File: config.mk
export PLATFORM = sky130hd
export DESIGN_NAME = reg_writeback_queue
export DESIGN_NICKNAME = d
export VERILOG_FILES = /design/src/rtl/rf_pkg.sv /design/src/rtl/wbq_fifo.sv /design/src/rtl/reg_writeback_queue.sv
export SDC_FILE = /design/constraint.sdc
export NUM_CORES = 1
export LEC_CHECK = 0
export CAP_MARGIN = 20
export CORE_MARGIN = 3
export CORE_UTILIZATION = 30
export DETAILED_ROUTE_END_ITERATION = 7
export RECOVER_POWER = 100
export SLEW_MARGIN = 10
export SYNTH_ARGS = -nofsm -noshare
export SYNTH_HDL_FRONTEND = slang
export SYNTH_HIERARCHICAL = 1
export SYNTH_SLANG_ARGS = --single-unit
File: constraint.sdc
create_clock -name clk -period 7.79 [get_ports clk]
set_input_delay 1.558 -clock clk [delete_from_list [all_inputs] [get_ports clk]]
set_output_delay 1.558 -clock clk [all_outputs]
set_load 0.01 [all_outputs]
File: src/rtl/rf_pkg.sv
// Shared register-file definitions: window/register geometry and the
// window-relative to physical register index mapping. Both the writeback
// queue and the register file use this package, so they agree on aliasing.
//   NUM_WINDOWS   - architectural register windows (4)
//   NUM_PHYS_REGS - physical registers backing all windows (8)
//   phys_idx()    - (2*win + reg) mod 8; adjacent windows overlap by 2 regs
package rf_pkg;

  localparam int NUM_WINDOWS   = 4;
  localparam int NUM_PHYS_REGS = 8;
  localparam int WIN_W         = 2;
  localparam int REG_W         = 2;
  localparam int PHYS_W        = 3;

  typedef logic [WIN_W-1:0]  win_t;
  typedef logic [REG_W-1:0]  reg_t;
  typedef logic [PHYS_W-1:0] phys_t;

  // Windows step by two physical registers, so the top half of window w
  // is the bottom half of window w+1; the wrap past 7 is the mod 8.
  function automatic phys_t phys_idx(input win_t win, input reg_t rnum);
    logic [3:0] sum;
    sum = {1'b0, win, 1'b0} + {2'b00, rnum};
    return sum[PHYS_W-1:0];
  endfunction

endpackage

File: src/rtl/wbq_fifo.sv
// Circular buffer holding pending register writebacks.
//   clk, rst_n         - clock, asynchronous active-low reset
//   push, pop, flush   - enqueue at tail / dequeue head / discard everything
//   push_win/reg/data  - entry written on push
//   count              - current occupancy (0..DEPTH)
//   rd_ptr             - head slot index
//   ent_win/reg/data   - raw slot contents, exposed for head readout and
//                        forwarding lookup in the parent
// The parent only pushes when count < DEPTH and only pops when count != 0.
module wbq_fifo
  import rf_pkg::*;
#(
  parameter int DEPTH = 4,
  parameter int DW    = 16
) (
  input  logic                           clk,
  input  logic                           rst_n,
  input  logic                           push,
  input  logic                           pop,
  input  logic                           flush,
  input  win_t                           push_win,
  input  reg_t                           push_reg,
  input  logic [DW-1:0]                  push_data,
  output logic [$clog2(DEPTH):0]         count,
  output logic [$clog2(DEPTH)-1:0]       rd_ptr,
  output win_t [DEPTH-1:0]               ent_win,
  output reg_t [DEPTH-1:0]               ent_reg,
  output logic [DEPTH-1:0][DW-1:0]       ent_data
);

  localparam int PW = $clog2(DEPTH);
  localparam int CW = PW + 1;

  logic [PW-1:0] wr_ptr;

  // DEPTH is a power of two, so pointer increment wraps naturally.
  always_ff @(posedge clk or negedge rst_n) begin
    if (!rst_n) begin
      rd_ptr   <= '0;
      wr_ptr   <= '0;
      count    <= '0;
      ent_win  <= '0;
      ent_reg  <= '0;
      ent_data <= '0;
    end else if (flush) begin
      rd_ptr <= '0;
      wr_ptr <= '0;
      count  <= '0;
    end else begin
      if (push) begin
        ent_win[wr_ptr]  <= push_win;
        ent_reg[wr_ptr]  <= push_reg;
        ent_data[wr_ptr] <= push_data;
        wr_ptr           <= wr_ptr + PW'(1);
      end
      if (pop) begin
        rd_ptr <= rd_ptr + PW'(1);
      end
      count <= count + CW'(push) - CW'(pop);
    end
  end

endmodule

File: src/rtl/reg_writeback_queue.sv
// Queue of pending register-file writebacks with store-to-load forwarding.
//   clk, rst_n                 - clock, asynchronous active-low reset
//   wb_valid/wb_ready          - request handshake
//   wb_win, wb_reg, wb_data    - request address (window-relative) and value
//   drain_en                   - register-file write port granted this cycle
//   flush                      - discard all queued entries at this edge
//   rf_we, rf_win/reg/wdata    - head entry presented to the register file
//   lk_win, lk_reg             - forwarding lookup address
//   lk_hit, lk_data            - newest queued value for that physical reg
//   count                      - occupancy
//
// Handshakes: a request transfers on a rising edge where wb_valid and
// wb_ready are both 1 (and flush is 0); wb_ready depends only on occupancy,
// never on wb_valid or drain_en, and wb_* need not be held when wb_ready is 0.
// The head transfers to the register file on every edge where rf_we is 1;
// the register file captures rf_win/rf_reg/rf_wdata on that same edge.
module reg_writeback_queue
  import rf_pkg::*;
#(
  parameter int DEPTH = 4,
  parameter int DW    = 16
) (
  input  logic                   clk,
  input  logic                   rst_n,
  input  logic                   wb_valid,
  output logic                   wb_ready,
  input  logic [1:0]             wb_win,
  input  logic [1:0]             wb_reg,
  input  logic [DW-1:0]          wb_data,
  input  logic                   drain_en,
  input  logic                   flush,
  output logic                   rf_we,
  output logic [1:0]             rf_win,
  output logic [1:0]             rf_reg,
  output logic [DW-1:0]          rf_wdata,
  input  logic [1:0]             lk_win,
  input  logic [1:0]             lk_reg,
  output logic                   lk_hit,
  output logic [DW-1:0]          lk_data,
  output logic [$clog2(DEPTH):0] count
);

  localparam int PW = $clog2(DEPTH);
  localparam int CW = PW + 1;

  logic                     push;
  logic [PW-1:0]            rd_ptr;
  win_t [DEPTH-1:0]         ent_win;
  reg_t [DEPTH-1:0]         ent_reg;
  logic [DEPTH-1:0][DW-1:0] ent_data;
  logic                     not_empty;

  assign not_empty = (count != '0);
  assign wb_ready  = (count < CW'(DEPTH));
  assign push      = wb_valid && wb_ready && !flush;
  assign rf_we     = not_empty && drain_en && !flush;

  wbq_fifo #(
    .DEPTH (DEPTH),
    .DW    (DW)
  ) u_fifo (
    .clk       (clk),
    .rst_n     (rst_n),
    .push      (push),
    .pop       (rf_we),
    .flush     (flush),
    .push_win  (wb_win),
    .push_reg  (wb_reg),
    .push_data (wb_data),
    .count     (count),
    .rd_ptr    (rd_ptr),
    .ent_win   (ent_win),
    .ent_reg   (ent_reg),
    .ent_data  (ent_data)
  );

  // Head readout is forced to zero when empty so stale slots never show.
  assign rf_win   = not_empty ? ent_win[rd_ptr]  : '0;
  assign rf_reg   = not_empty ? ent_reg[rd_ptr]  : '0;
  assign rf_wdata = not_empty ? ent_data[rd_ptr] : '0;

  // Walk slots oldest to newest; a later match overrides an earlier one,
  // so the result is the newest resident write to that physical register.
  // Only stored entries are scanned, so same-cycle wb_data is not forwarded.
  phys_t         lk_phys;
  logic [PW-1:0] slot;

  always_comb begin
    lk_hit  = 1'b0;
    lk_data = '0;
    slot    = '0;
    lk_phys = phys_idx(lk_win, lk_reg);
    for (int k = 0; k < DEPTH; k++) begin
      slot = rd_ptr + PW'(k);
      if ((CW'(k) < count) && (phys_idx(ent_win[slot], ent_reg[slot]) == lk_phys)) begin
        lk_hit  = 1'b1;
        lk_data = ent_data[slot];
      end
    end
  end

endmodule

==> metrics list, run 1 <==
* Highest attainable clock frequency: 146 MHz
* Number of clock sinks: 87
* Parity-gate share of the synthesized area counting xor and xnor cells: 0.0338
- The H-tree was split into 3 levels.
* Starting DRC count in detailed routing: approximately 290
- Leakage: between 3 and 4 nW
- # resized after CTS: 0
- The run finished, with violations left.
- Placeable core area: ~22000 µm²
- Number of flip-flops under the largest register name: 64
* Synthesized netlist net count: 641
* Global-route wire length before repair: ~30000 µm
* Kind of end point of the critical path: primary output
* Max incr delay on CP: between 1.5 and 2 ns
* Number of vias after detailed routing: just under 5000
- Worst endpoint data arrival time: around 5.3 ns
- Area growth from synthesis to final layout: 13.0%
- TritonCTS clock tree: built
* Grt ovf: 0
- Of the total power, registers draw 0.292.
* Simple-gate share of the synthesized area: 0.121
* Final RePlAce weighted congestion: around 0.8
* Transition at the pin with the smallest max-transition slack: roughly 3.7 ns
- #FFs+latches synth: 87
- Most common cell in the netlist: dfrtp_1
- Dividing the final minimum period by the clock period gives 0.877.
* Number of setup buffers added after CTS: 0
- Traced cell by cell, the critical path runs through mux2_2, nor2_1, a21oi_1, ha_1, xor2_1, nor2_1, nand3_1, o211ai_1, a32o_1, dlygate4sd3_1.
- The via count of the first global-routing pass is between 4000 and 5000.
- Setup repair after global routing left no endpoint under its margin.
* Placement Cell Area: slightly below 8000 µm²
- Cell with the biggest individual delay on the critical path: dfrtp_1
- Buffers on Ports: 70
* Slew Limit Headroom: -1.47
* Number of nets in the finished design: 680
- For this configuration, the core starts out at a cell density of 0.310.
* Async set-reset flop share out of synthesis: 1.00
- The commonest cells after synthesis are 87 x dfrtp_1, 75 x mux2i_1, 69 x mux2_4.
* Post-detailed-route via-to-cell ratio: 5.30
* Layout Utilization: 0.351
- P_sw: about 0.89 mW
- Across the whole layout, storage elements account for ~2200 µm².
- Cell taking the most area after synthesis: dfrtp_1
* Total CTS buffers: 9
- Crit-path max FO: 47
- Maximum number of pins on one net before global-route repair: 68
- The critical path is of the flop to primary output type.
* Dominant combinational cell family by area after synthesis: multiplexers
- The share of total power dissipated in combinational logic is 0.483.
- Power share of the clock group: 0.225
- The final layout contains routed wiring with a total length of 18500 µm.
- Final hold vios: 0
- Top post-synthesis cells by area: dfrtp_1 32%, mux2_4 15%, mux2i_1 11%
- Fraction of layout instances using a drive strength above 1: 0.114
- Counting every instance in the synthesized netlist gives 600.
* Buffer type at the clock tree root: clkbuf_16
- Post-Synthesis Cell Area: 6880 µm²
- CTS hold repair buffers: 0
- The most used flip-flop cell after synthesis is dfrtp_1.
- Internal power comes to 1.45 mW.
- Counting flops with a built-in enable in the synthesized netlist gives 0.
* Buffer depth of the longest clock path: 2
- Max_cap viols: 2
- Skew-Pair Late Insertion Delay: about 0.35 ns
* Sequential share of the synthesized area: 0.316
- Measured against the total synthesized area, the mux share comes to 0.334.
- Power spread over the standard cell area amounts to between 300 and 400 nW/µm².
* Count of synthesis-stage warnings from yosys: 6
- Of the total synthesized cell area, the portion taken by full adders, half adders and majority gates is 0.0229.
- After clock tree synthesis, the clock-pin slew on the worst setup and hold paths is 0.06 ns.
* Post-synthesis cell type count: 49
* Nature of the critical path startpoint: flop
- Data required time of the worst path: 6.23 ns
- Post-Layout Inst Area: between 7000 and 8000 µm²
- The multi-input combinational cells in the finished layout cover a total of 4130 µm².
- In this run the mean area of a mapped cell was approximately 11 µm².
- Sum of negative setup slack: 0 ns
- After layout, the design draws a total of approximately 2.3 mW.
- Post-layout min period: between 6 and 7 ns
* I/O pin cnt: 71
- Largest voltage drop on the vdd net: 153 µV
- Die footprint: 24800 µm²
- Row count: 54
- The initial antenna violation count was 0.
- CP dominant cell by count: nor2_1
* Max Clock Skew: approximately 0.0066 ns
- Class of the tightest hold or removal check: flop to flop
* Overall die height: ~160 µm
- Area share of the leading cell type in the synthesized netlist: 0.316
- Failing checks: max-capacitance violations, max-slew violations
- Antenna-violating nets left: 0
* Filler instances: between 2000 and 2500
* Switching share of power: 0.381
- Setup violations remaining at the end of the flow were counted as 0.
- Before antenna repair, the detailed router went through 4 iterations.
* Drt drc: 0
- Antenna diode count: 0
* Average routed wire per standard cell: roughly 20 µm
- The final count of pins violating max slew came to approximately 120.
* HPWL after detailed placement: about 12000 µm
* Horiz. Die Dim: 157 µm
* All-Layer GR Usage: 0.152
* Synthesized-area fraction occupied by ao, oa, aoi and oai cells: 0.127
cells in the final DEF, fill, tap and decap left out, types with 15 or more instances in the layout:
master	netlist	final
clkdlybuf4s50_1	0	33
nor2b_1	18	18
nor3_1	18	18
mux2i_1	75	75
nand2_1	21	21
o211ai_1	17	17
mux2_1	1	60
o22ai_1	16	16
o22a_1	15	15
mux2_2	32	30
nor4b_1	15	15
o21ai_0	15	15
a32o_1	16	16
and2_1	36	33
dfrtp_1	87	86
o31a_1	17	17
dlygate4sd3_1	0	36
power by group through the flow:
stage	logic, mW	clock network [mW]	registers, mW
2_1_floorplan	0.838	0	0.655
3_3_place_gp	1.21	0	0.691
3_5_place_dp	1.21	0	0.694
4_1_cts	1.22	0.540	0.688
5_1_grt	1.24	0.558	0.709
6_report	1.13	0.528	0.685
through the flow:
step                      worst slack, ns  hold WS, ns  instances
after floorplan                      2.91        0.483        600
after global placement               1.39        0.501        908
after detailed placement             1.37        0.512        908
after CTS                            1.35        0.530        923
after global routing                0.623        0.536        923
final                               0.961        0.509        923
per-layer routing:
layer	routed length, µm	share of wire	GRT usage	vias up
li1	-	-	-	2349
met1	9010	0.49	0.218	2408
met2	8210	0.44	0.235	114
met3	929	0.050	0.0217	21
met4	368	0.020	0.0496	0
met5	0	0	0	-
final timing paths:
check	from	end	slack [ns]	cells after the start
worst max-delay path	u_fifo/rd_ptr[1]$_DFFE_PN0P_	lk_data[15]	0.96	10
worst min-delay path	u_fifo/ent_data[5]$_DFFE_PN0P_	u_fifo/ent_data[5]$_DFFE_PN0P_	0.51	1
worst max register to register	u_fifo/count[2]$_DFF_PN0_	u_fifo/ent_win[5]$_DFFE_PN0P_	4.45	3
worst min register to register	u_fifo/ent_data[5]$_DFFE_PN0P_	u_fifo/ent_data[5]$_DFFE_PN0P_	0.51	1
max in group asynchronous	rst_n	u_fifo/rd_ptr[0]$_DFFE_PN0P_	1.98	2
min in group asynchronous	rst_n	u_fifo/ent_win[2]$_DFFE_PN0P_	1.44	1
critical path, delay by kind of cell (launching register included):
family / cells / cell delay (ns)
XOR/XNOR: 1 / 0.17
adder cells (fa/ha/maj): 1 / 0.32
multiplexers: 1 / 0.46
AND/OR/NAND/NOR: 3 / 1.00
buffers and inverters: 1 / 0.62
flip-flops: 1 / 1.60
AO/OA/AOI/OAI: 3 / 0.73
layout make-up:
cell class | instances | share of cell area
multi-input combinational | 459 | 0.532
sequential | 87 | 0.280
timing repair buffer | 75 | 0.0934
tap | 280 | 0.0451
clock buffer | 9 | 0.0290
clock inverter | 6 | 0.0172
inverter | 7 | 0.00338
cells by family after synthesis:
group / after synthesis
simple gates: 136
xor+xnor: 16
mux: 183
flops: 87
fa+ha+maj: 12
compound gates: 112
buf+inv: 54
No activity file was read; power rests on OpenSTA's default activity.
==> inputs of run 2 (changes only) <==
ABC_CLOCK_PERIOD_IN_PS = 7790   (was not set)
==> results of run 2 <==
No change in the layout: final DEF, timing and power equal those of run 1.
==> patch 1 (config.mk and constraints of run 1) <==
Make the reset (`rst_n`) synchronous in one clocked block. Comments in the files are not updated.
--- a/src/rtl/wbq_fifo.sv
+++ b/src/rtl/wbq_fifo.sv
@@ -35,5 +35,5 @@
 
   // DEPTH is a power of two, so pointer increment wraps naturally.
-  always_ff @(posedge clk or negedge rst_n) begin
+  always_ff @(posedge clk) begin
     if (!rst_n) begin
       rd_ptr   <= '0;
Behaviour: differs if rst_n is asserted again (counterexample within 4 cycles, from zero or initial values and one cycle with rst_n low); with rst_n held inactive, the same outputs for 4 cycles.
==> patch 1 against run 1 <==
- the flow still finishes with violations (capacitance limit, slew limit)
- synthesized area fell by 4.7%
- cell area fell by 2.5%
- highest routed layer is now met5
- worst setup slack got worse by 0.0059 ns
- sequential cell count did not move
- die area fell by 4.5%
- global-route usage fell by 0.36 points
- wire length fell by 2.4%
Power is not compared: it rests on default switching activity, and its combinational part moved more than twofold at a synthesized area within 25%.
==> patch 1: results (changes against run 1) <==
Outcome
  • Status: finished, violations left
  • Failing checks: capacitance limit, slew limit

Place
  • DP HPWL: 12400 um (+0.68%)
  • Placed Instances: 1006 (+11%)
  • Pre-CTS setup slack: 1.18 ns (-0.189 ns)

Timing
  • Max Clock Skew: 0.00895 ns (+0.00238 ns)
  • Final max-slew violation count: 102 (-12%)
  • Max Fclk: 146 MHz (about the same)

GRT
  • Tot GR Track Use: 14.8% (-0.36 points)
  • GR Util met1: 21.9% (+0.089 points)
  • Vias in the first global route: 5040 (+1.7%)
  • Met2 Track Usage GR: 22.3% (-1.2 points)

Drt
  • Met1 WL: 9110 um (+1.1%)
  • Drt first pass iters: 5 (+1)
  • Post-Route WL: 18100 um (-2.4%)
  • DRT iter0 DRCs: 406 (+42%)
  • Met3 wire length: 906 um (-2.5%)

Critical path
  • Critical R2R Capture: u_fifo/count[2]
  • CP max stage cell: o21a_1
  • WP data arrival: 5.28 ns (about the same)
  • CP max stage delay: 0.71 ns (-0.89 ns)
  • Reg2reg setup slack: 5.15 ns (+0.70 ns)
  • Critical R2R Launch: u_fifo/count[2]

Logic synthesis
  • Synth top area cells: dfxtp_1 27%, mux2i_1 24%, nand2_1 6.9%
  • Async S/R FF share, synth: 0% (-100 points)

Flow run
  • MaxCap Viol Count: 1 (-1)

Layout
  • Post-layout nets: 783 (+15%)
  • Layout cells sized above 1: 7.63% (-3.7 points)
patch 1: changes by cell type after synthesis, moves of 3 or more:
cell / run 1 / this run
nand2_1: 21 / 121
dfrtp_1: 87 / 0
dfxtp_1: 0 / 87
mux2i_1: 75 / 155
mux2_4: 69 / 9
mux2_2: 32 / 13
buf_2: 9 / 19
inv_1: 7 / 10
patch 1: layout make-up:
cell class              count  area [sq um]  area share, %
inverters                  10          37.5          0.495
multi-input cells         560          4450           58.7
clock inverters             6          52.6          0.693
clock buffers              10           229           3.02
flip-flops and latches     87          1750           23.0
well taps                 275           344           4.54
repair buffers             74           722           9.52
patch 1: how the worst max path moves through the flow:
stage                         start    endpoint  cells after the start
final                     lk_win[0]  lk_data[7]                      8
after global routing      lk_win[0]      lk_hit                      8
after CTS                 lk_win[0]  lk_data[7]                      8
after detailed placement  lk_win[0]  lk_data[7]                      8
after global placement    lk_win[0]  lk_data[7]                      8
after floorplan           lk_win[0]      lk_hit                      7
patch 1: logic make-up (layout without fill, tap and decap cells):
kind of cell             after synthesis  after routing  share of synthesized area, %
adder cells (fa/ha/maj)               12             12                          2.40
XOR/XNOR                              16             16                          3.57
AO/OA/AOI/OAI                        112            112                          13.3
buffers and inverters                 67            100                          5.52
flip-flops                            87             87                          26.6
AND/OR/NAND/NOR                      237            237                          18.5
multiplexers                         183            183                          30.1
patch 1: power breakdown:
group | switching, mW | leakage [nW] | total (mW) | internal, mW
registers | 0.00473 | 0.703 | 0.454 | 0.449
logic | 0.0636 | 2.45 | 0.106 | 0.0424
clock network | 0.191 | 0.138 | 0.412 | 0.221
total | 0.259 | 3.29 | 0.973 | 0.713
patch 1: stage by stage:
stage	power [mW]	cell area [sq um]
finish	0.973	7580
floorplan	0.533	6560
global placement	0.571	7310
detailed placement	0.571	7310
CTS	0.985	7590
global route	1.01	7580
==> patch 2 (config.mk and constraints of run 1) <==
Made on the original files. Register the output `count`; this adds one clock of latency there. The other outputs are not delayed to match.
--- a/src/rtl/reg_writeback_queue.sv
+++ b/src/rtl/reg_writeback_queue.sv
@@ -44,4 +44,6 @@
   localparam int CW = PW + 1;
 
+  logic [$clog2(DEPTH):0] count_d;
+
   logic                     push;
   logic [PW-1:0]            rd_ptr;
@@ -51,6 +53,6 @@
   logic                     not_empty;
 
-  assign not_empty = (count != '0);
-  assign wb_ready  = (count < CW'(DEPTH));
+  assign not_empty = (count_d != '0);
+  assign wb_ready  = (count_d < CW'(DEPTH));
   assign push      = wb_valid && wb_ready && !flush;
   assign rf_we     = not_empty && drain_en && !flush;
@@ -68,5 +70,5 @@
     .push_reg  (wb_reg),
     .push_data (wb_data),
-    .count     (count),
+    .count     (count_d),
     .rd_ptr    (rd_ptr),
     .ent_win   (ent_win),
@@ -93,5 +95,5 @@
     for (int k = 0; k < DEPTH; k++) begin
       slot = rd_ptr + PW'(k);
-      if ((CW'(k) < count) && (phys_idx(ent_win[slot], ent_reg[slot]) == lk_phys)) begin
+      if ((CW'(k) < count_d) && (phys_idx(ent_win[slot], ent_reg[slot]) == lk_phys)) begin
         lk_hit  = 1'b1;
         lk_data = ent_data[slot];
@@ -100,4 +102,8 @@
   end
 
+  always_ff @(posedge clk) begin
+    count <= count_d;
+  end
+
 endmodule
 
Formal check against the unedited RTL: not equivalent (Yosys sat finds a counterexample within 4 cycles, from zero or initial values and one cycle with rst_n low).
==> patch 2 against run 1 <==
- the flow still finishes with violations (capacitance limit, slew limit)
- cell count grew 1.1%
- power shrank 1.1%
- sequential share of layout area grew 0.81 points
- critical path depth shrank 3
- wire length grew 2.4%
- critical endpoint is now lk_data[0]
- die area grew 0.90%
- sequential cell count grew 3
- clock skew grew 0.0017 ns
- count of clock-buffer cells in the layout grew 3
- worst setup slack lost 0.0082 ns
- largest cell class unchanged
- synthesized area grew 0.93%
- cell area is essentially flat
==> patch 2: results (changes against run 1) <==
Outcome
  • Status: finished, violations left
  • Failing checks: capacitance limit, slew limit

Critical path
  • Worst Setup EP: lk_data[0]
  • WP data arrival: 5.28 ns (about the same)
  • Reg2reg setup slack: 4.22 ns (-0.23 ns)
  • Maximum fanout along the worst path: 70 (+49%)
  • Critical R2R Capture: u_fifo/ent_data[42]

Power and ir drop
  • Internal power: 1.42 mW (-2.1%)
  • Register share of total power: 30.6% (+1.4 points)
  • Power Clock: 478 uW (-9.5%)
  • VDD IR max: 0.000148 V (-3.5%)
  • Net switching power: 899 uW (+0.60%)
  • Leak: 3.21 nW (-1.9%)

Logic synthesis
  • Post-Synth XOR/XNOR Area: 3.35% (-0.031 points)
  • Mapped Cells: 603 (+0.50%)
  • Sequential-to-total area share from yosys stat: 32.2% (+0.57 points)
  • Async S/R FF share, synth: 96.7% (-3.3 points)
  • Cell variety after synth: 50 (+2.0%)
  • Adder-cell share of the synthesized area: 2.27% (-0.021 points)
  • Synth top area cells: dfrtp_1 31%, mux2_4 15%, mux2i_1 11%
  • Post-synth top cells: 87 x dfrtp_1, 75 x mux2i_1, 69 x mux2_4, 36 x and2_1, 31 x mux2_2
  • Post-synthesis compound-gate area fraction: 12.6% (-0.12 points)
  • Net Count, Synth: 644 (+0.47%)
  • Proportion of synthesized area in mux cells: 33.1% (-0.31 points)

GRT
  • Met3 GRT Util: 2.10% (-0.067 points)
  • Met2 Track Usage GR: 24.9% (+1.4 points)
  • Tot GR Track Use: 15.3% (+0.13 points)
  • First-pass GRT wire length: 29400 um (+0.66%)
  • Largest net degree at the start of global routing: 71 (+4.4%)
  • GR Util met1: 21.4% (-0.46 points)

Worst hold path
  • Hold Path Origin: u_fifo/count[0]
  • Hold Path End: count[0]
  • Worst hold path stage count: 0 (-1)

Timing
  • WHS: 0.469 ns (-0.0402 ns)
  • Final max-slew violation count: 199 (+72%)
  • Normalized max-slew margin: -137% (+9.4 points)
  • Max Clock Skew: 0.00823 ns (+0.00165 ns)
  • Fin crit share: 87.8% (+0.11 points)

Place
  • Placed Instances: 916 (+0.88%)
  • Placed Area: 7760 sq um (+0.86%)
  • DP HPWL: 12300 um (+0.59%)
  • Gpl congestion: 0.784 (+0.58%)
  • Pre-CTS setup slack: 1.32 ns (-0.0485 ns)

Layout
  • Post-layout nets: 684 (+0.59%)
  • Fillers: 2372 (+5.0%)
  • Layout cells sized above 1: 9.10% (-2.2 points)

CTS
  • Clock Root Buffer: clkbuf_16
  • Number of setup buffers added after CTS: 0 (unchanged)

Drt
  • Post-Route WL: 19000 um (+2.4%)
  • Drt first pass iters: 5 (+1)
  • Vias per cell: 5.33 (+0.57%)
  • Met2 Wirelength: 8860 um (+7.9%)
  • Met1 WL: 9140 um (+1.4%)
  • DRT iter0 DRCs: 366 (+28%)

Flow run
  • MaxCap Viol Count: 6 (+4)
## patch 2: changes by cell type in the layout (fill, tap and decap cells not counted), moves of 2 or more
cell | before | now
and2_0 | 3 | 1
and2_1 | 33 | 35
bufinv_16 | 4 | 2
clkbuf_1 | 2 | 6
clkdlybuf4s50_1 | 33 | 45
dfxtp_1 | 0 | 3
dlygate4sd3_1 | 36 | 24
mux2_1 | 60 | 71
mux2_2 | 30 | 28
mux2_4 | 12 | 3
## patch 2: critical path, stage by stage (launching register included)
cell and delay [ns]:
dfrtp_4 1.04, clkbuf_1 1.35, mux4_2 0.47, xnor2_1 0.28, o2111ai_4 0.47, mux2_2 0.44, a32o_1 0.23, dlygate4sd3_1 0.61
## patch 2: cell type report
type,count,area (sq um),share of cell area [%]
Clock buffer,12,246,3.17
Sequential cell,90,2240,28.8
Clock inverter,4,73.8,0.950
Tap cell,285,357,4.59
Timing Repair Buffer,76,736,9.47
Inverter,7,26.3,0.338
Multi-Input combinational cell,459,4090,52.7
